File: src/rtl/xor_parity_pipe.sv
// Pipelined per-channel XOR parity behind a valid/ready handshake.
// Define XOR_PARITY_ACC_EN to accumulate parity across beats, closing each packet on in_last.
module xor_parity_pipe #(
  parameter int IN_W        = 20,
  parameter int OUT_W       = 10,
  parameter int PIPE_STAGES = 2,
  parameter logic [OUT_W*IN_W-1:0] TAP_MASK =
    {120'h0, 20'h00060, 20'h00060, 20'h00063, 20'h00063}
) (
  input  logic             clk,
  input  logic             rst_n,
  input  logic             in_valid,
  output logic             in_ready,
  input  logic [IN_W-1:0]  in_data,
  input  logic             in_last,
  output logic             out_valid,
  input  logic             out_ready,
  output logic [OUT_W-1:0] out_data,
  output logic             out_last
);

  localparam int LAST = PIPE_STAGES - 1;

  logic             adv;
  logic [OUT_W-1:0] par;
  logic             ent_valid_d;
  logic             ent_last_d;
  logic [OUT_W-1:0] ent_data_d;

  logic             stg_valid_q [PIPE_STAGES];
  logic             stg_last_q  [PIPE_STAGES];
  logic [OUT_W-1:0] stg_data_q  [PIPE_STAGES];

  for (genvar k = 0; k < OUT_W; k++) begin : g_par
    assign par[k] = ^(in_data & TAP_MASK[k*IN_W +: IN_W]);
  end

  // A stall anywhere freezes the whole pipe; bubbles are never collapsed.
  assign adv      = !stg_valid_q[LAST] || out_ready;
  assign in_ready = adv;

`ifdef XOR_PARITY_ACC_EN
  logic             accept;
  logic [OUT_W-1:0] acc_q;
  logic [OUT_W-1:0] acc_d;

  assign accept = in_valid && adv;

  always_comb begin
    acc_d       = acc_q;
    ent_valid_d = in_valid && in_last;
    ent_data_d  = acc_q ^ par;
    ent_last_d  = 1'b1;
    if (accept) begin
      acc_d = in_last ? '0 : (acc_q ^ par);
    end
  end

  always_ff @(posedge clk or negedge rst_n) begin
    if (!rst_n) begin
      acc_q <= '0;
    end else begin
      acc_q <= acc_d;
    end
  end
`else
  logic unused_last;
  assign unused_last = in_last;

  always_comb begin
    ent_valid_d = in_valid;
    ent_data_d  = par;
    ent_last_d  = 1'b0;
  end
`endif

  // Data only moves with a valid beat, so out_data stays put while out_valid is low.
  always_ff @(posedge clk or negedge rst_n) begin
    if (!rst_n) begin
      for (int i = 0; i < PIPE_STAGES; i++) begin
        stg_valid_q[i] <= 1'b0;
        stg_last_q[i]  <= 1'b0;
        stg_data_q[i]  <= '0;
      end
    end else if (adv) begin
      stg_valid_q[0] <= ent_valid_d;
      if (ent_valid_d) begin
        stg_data_q[0] <= ent_data_d;
        stg_last_q[0] <= ent_last_d;
      end
      for (int i = 1; i < PIPE_STAGES; i++) begin
        stg_valid_q[i] <= stg_valid_q[i-1];
        if (stg_valid_q[i-1]) begin
          stg_data_q[i] <= stg_data_q[i-1];
          stg_last_q[i] <= stg_last_q[i-1];
        end
      end
    end
  end

  assign out_valid = stg_valid_q[LAST];
  assign out_data  = stg_data_q[LAST];
  assign out_last  = stg_last_q[LAST];

endmodule
File: config.mk
export PLATFORM = sky130hd
export DESIGN_NAME = xor_parity_pipe
export DESIGN_NICKNAME = d
export VERILOG_FILES = /design/src/rtl/xor_parity_pipe.sv
export SDC_FILE = /design/constraint.sdc
export NUM_CORES = 1
export LEC_CHECK = 0
export ABC_AREA = 0
export ABC_CLOCK_PERIOD_IN_PS = 1960
export BUFFER_PORTS_ARGS = -buffer_cell sky130_fd_sc_hd__buf_2
export CORE_MARGIN = 2
export CORE_UTILIZATION = 24
export CTS_CLUSTER_SIZE = 14
export DETAILED_ROUTE_END_ITERATION = 7
export MAX_ROUTING_LAYER = met4
export PLACE_DENSITY_LB_ADDON = 0.2
export SLEW_MARGIN = 10
export SYNTH_ARGS = -nofsm -noshare
export SYNTH_HDL_FRONTEND = slang
export SYNTH_SLANG_ARGS = --single-unit
File: constraint.sdc
create_clock -name clk -period 1.96 [get_ports clk]
set_input_delay 0.294 -clock clk [delete_from_list [all_inputs] [get_ports clk]]
set_output_delay 0.294 -clock clk [all_outputs]
set_load 0.005 [all_outputs]
# Word-level counts from Yosys, hierarchy flattened
# Index checks and enable logic that the tools add are counted.
# Widths: inputs -> output; s select.
word_totals:
  regBits: 8
  out_inout_bits: 13
  elab_cells: 10
  input_bits: 25
op_classes:
  reduce_logical: 6
ops:
  columns: ["operator", "n"]
  rows:
  - ["$reduce_xor 20->1", 2]
  - ["$reduce_and 2->1", 2]
  - ["$logic_not 1->1", 1]
  - ["$logic_or 1x1->1", 1]

# Longest topological paths before layout
logic_depth:
  ltp_word: 3
  mapped_depth: 3
  ltp_nobuf: 3

# Least setup slack after synthesis
# No wires, ideal clock.
synth_timing:
  path_kind: "input-to-reg"
  from: "input out_ready"
  to: "register stg_data_q[11] (netlist bit)"
  path_slack_ps: 914
  t_required_ps: 1835
  t_arrival_ps: 922
  path_buffers: 0
  setup_time_ps: 125
  cell_stages: 3
  path_cell_list: "nand2b_2 nand2_1 mux2_2"
synth_between:
  elab_chain_cells: 2
synth_lines:
  columns: ["element", "line_no", "text"]
  rows:
  - ["from (decl)", "17", "input logic out_ready,"]
  - ["$logic_or 1x1->1", "39", "assign adv = !stg_valid_q[LAST] || out_ready;"]
  - ["$reduce_and 2->1 (no line)", null, null]
  - ["to (signal, indexed assignment)", "94", "stg_data_q[i] <= stg_data_q[i-1];"]
  - ["to (decl)", "32", "logic [OUT_W-1:0] stg_data_q [PIPE_STAGES];"]
# No other way between the ends.
# A chain may end at the register's enable or synchronous reset.

# Worst setup path after layout
layout_timing:
  from: "register stg_valid_q (netlist bit out_valid)"
  to: "output in_ready"
layout_between:
  elab_chain_cells: 2
layout_lines:
  columns: ["element", "line_no", "text"]
  rows:
  - ["from (decl)", "30", "logic stg_valid_q [PIPE_STAGES];"]
  - ["from (signal, indexed assignment)", "92", "stg_valid_q[i] <= stg_valid_q[i-1];"]
  - ["$logic_not 1->1", "39", null]
  - ["$logic_or 1x1->1", "39", null]
  - ["to (decl)", "13", "output logic in_ready,"]
# No other way between the ends.

==> flow_summary.json <==
{
  "dp_hpwl_um": 406,
  "yosys_most_used_dff": "dfrtp_1",
  "grt_max_degree": 7,
  "hold_depth": 3,
  "drv_cap": 0,
  "place_area_um2": 360,
  "num-fill-cells": 147,
  "drive_gt1_share_pct": 41.9,
  "slew_viol_final": 0,
  "pin_count": 38,
  "crit_fanout": 5,
  "num_antenna_cells": 0,
  "r2r_end": "stg_data_q[12]",
  "synth_cell_types": 11,
  "drc_errors": 0,
  "ys_async_sr_fraction_pct": 100,
  "power_density_nw_per_um2": 1020,
  "drt_wl_total_um": 483,
  "fin_nets": 70,
  "dr.pass1.iters": 3,
  "r2r-start": "out_valid",
  "finalSetupViolations": 0,
  "leakage_uw": 0.000203,
  "yosys-top-cells-count": "buf_4, dfrtp_1, mux2_1, nand2_1, xnor2_1",
  "rows": 13,
  "layout_setup_ws_ps": 825,
  "synth_edf_count": 0,
  "dieArea_um2": 1720,
  "post_cts_buffers": 0,
  "min_period_over_period_pct": 57.9,
  "skew_ps": 2.45,
  "peakVddDrop_mv": 0.374,
  "vias": 217,
  "cts_max_level": 1,
  "yosysSeqAreaShare_pct": 44.6,
  "synth_top_area_share_pct": 44.6,
  "numPortBuffers": 13,
  "grt_pass1_wl_um": 786,
  "clk_pin_slew_ps": 50,
  "report.final.hold_viol_count": 0,
  "hold_class": "in2reg",
  "numCtsBuffers": 3,
  "final_area_um2": 393,
  "cts_root_buf": "clkbuf_4",
  "fmax_mhz": 881,
  "grt_use_total_pct": 6.77,
  "ys_warn_count": 0,
  "ant_nets": 0,
  "clockBufferDepth": 2,
  "timing.reg2reg.setup_slack_ps": 930,
  "drt_iter0_markers": 3,
  "cts_tree": "yes",
  "syn_area_per_cell_um2": 10.9,
  "synth_cells": 31,
  "post-route-min-period_ps": 1140,
  "tns_ps": 0,
  "synthToLayoutAreaGrowth_pct": 16.7,
  "finalWeightedCongestion": 0.682,
  "reg2regPathDepth": 3,
  "yosys.cell_count.top_type": "buf_4",
  "post_drt_wl_per_cell_um": 8.33,
  "dp_worst_setup_slack_ps": 772,
  "worst_setup_path_end_kind": "output port",
  "critPathKind": "reg2out",
  "min_to": "stg_valid_q[1]",
  "yosys.area.top_type": "dfrtp_1",
  "cts.sinks": 6,
  "ys_ff_latch": 6,
  "antenna_found_initial": 0,
  "via_per_inst": 3.74,
  "cp.arrival_ps": 840,
  "worstHoldStart": "in_valid",
  "clkLatencyLatePin_ps": 240,
  "run_status": "completed",
  "rsz0062_at_grt": "false",
  "multi_input_comb_area_um2": 123,
  "post_cts_resized": 0,
  "fp.dieW_um": 41.5,
  "grt-ovfl-total": 0,
  "netlist_area_um2": 337,
  "crit_required_ps": 1670,
  "core-area_um2": 1300,
  "die_y_um": 41.5,
  "start_util_pct": 25.9,
  "crit_path_start_kind": "flop",
  "seqCellArea_um2": 150,
  "yosys-top-cells-area": "dfrtp_1, buf_4, mux2_1",
  "grt_pass1_vias": 195
}
-- sequential cells by signal, indices dropped and copies added, names as in the netlist --
signal and flops:
out_valid 1, out_data 2, stg_data_q 2, stg_valid_q 1
-- kinds of logic after synthesis --
kind of cell              Yosys count  synth area share, %
xor gates and xnor gates            3                 7.81
AOI/OAI and AO/OA                   1                 1.49
and+or+nand+nor                     4                 5.95
muxes                               4                 13.4
buffers and inverters              12                 25.6
DFF                                 6                 44.6
other                               1                 1.11
-- cells in the final DEF (no fill, tap or decap) --
master / n
inv_1: 1
xnor2_1: 2
mux2_1: 3
dfrtp_1: 6
nand2b_2: 1
nand2_1: 3
o21ai_0: 1
xor2_1: 1
conb_1: 7
mux2_2: 1
clkbuf_4: 3
dlygate4sd3_1: 1
buf_2: 13
-- repair_timing --
| action | CTS | global route |
|---|---|---|
| hold buffers | 1 | 0 |
| hold endpoints to repair | 6 | 0 |
| setup endpoints to repair | 0 | 0 |
-- per-stage QoR --
stage	hold slack [ps]	total power, µW	util, %	instances
floorplan	-1.59	295	-	37
global placement	122	289	27.7	54
detailed placement	126	291	27.7	54
CTS	330	412	30.2	58
global route	337	430	30.2	58
finish	339	401	30.2	58
-- area by class of cell --
type	instances	area share (%)
inverters	1	0.955
well taps	15	4.78
clock buffers	3	5.73
flip-flops and latches	6	38.2
multi-input cells	19	31.2
repair buffers	14	19.1
-- power breakdown --
group	switching, µW	internal [µW]
Clock	44.5	69.3
Combinational	44.9	61.9
Sequential	19.7	161
Total	109	292
-- how the worst max path moves through the flow --
stage               from              to  slack (ps)  cells after the start
2_1_floorplan  out_ready  stg_data_q[11]         910                      3
3_3_place_gp   out_ready  stg_data_q[11]         790                      4
3_5_place_dp   out_ready  stg_data_q[11]         770                      4
4_1_cts        out_valid        in_ready         800                      2
5_1_grt        out_valid        in_ready         770                      2
6_report       out_valid        in_ready         820                      2
-- metal layers --
metal / global-route usage (%) / wire length (µm)
met4: 9.68 / 6
met5: - / 0
met2: 9.38 / 240
met1: 5.88 / 193
met3: 2.61 / 43
-- worst max-delay path, cell delays in order, from the launching register on --
cell	delay [ps]
dfrtp_1	370
nand2b_2	100
buf_2	120
Power figures use the tool's default switching activity.
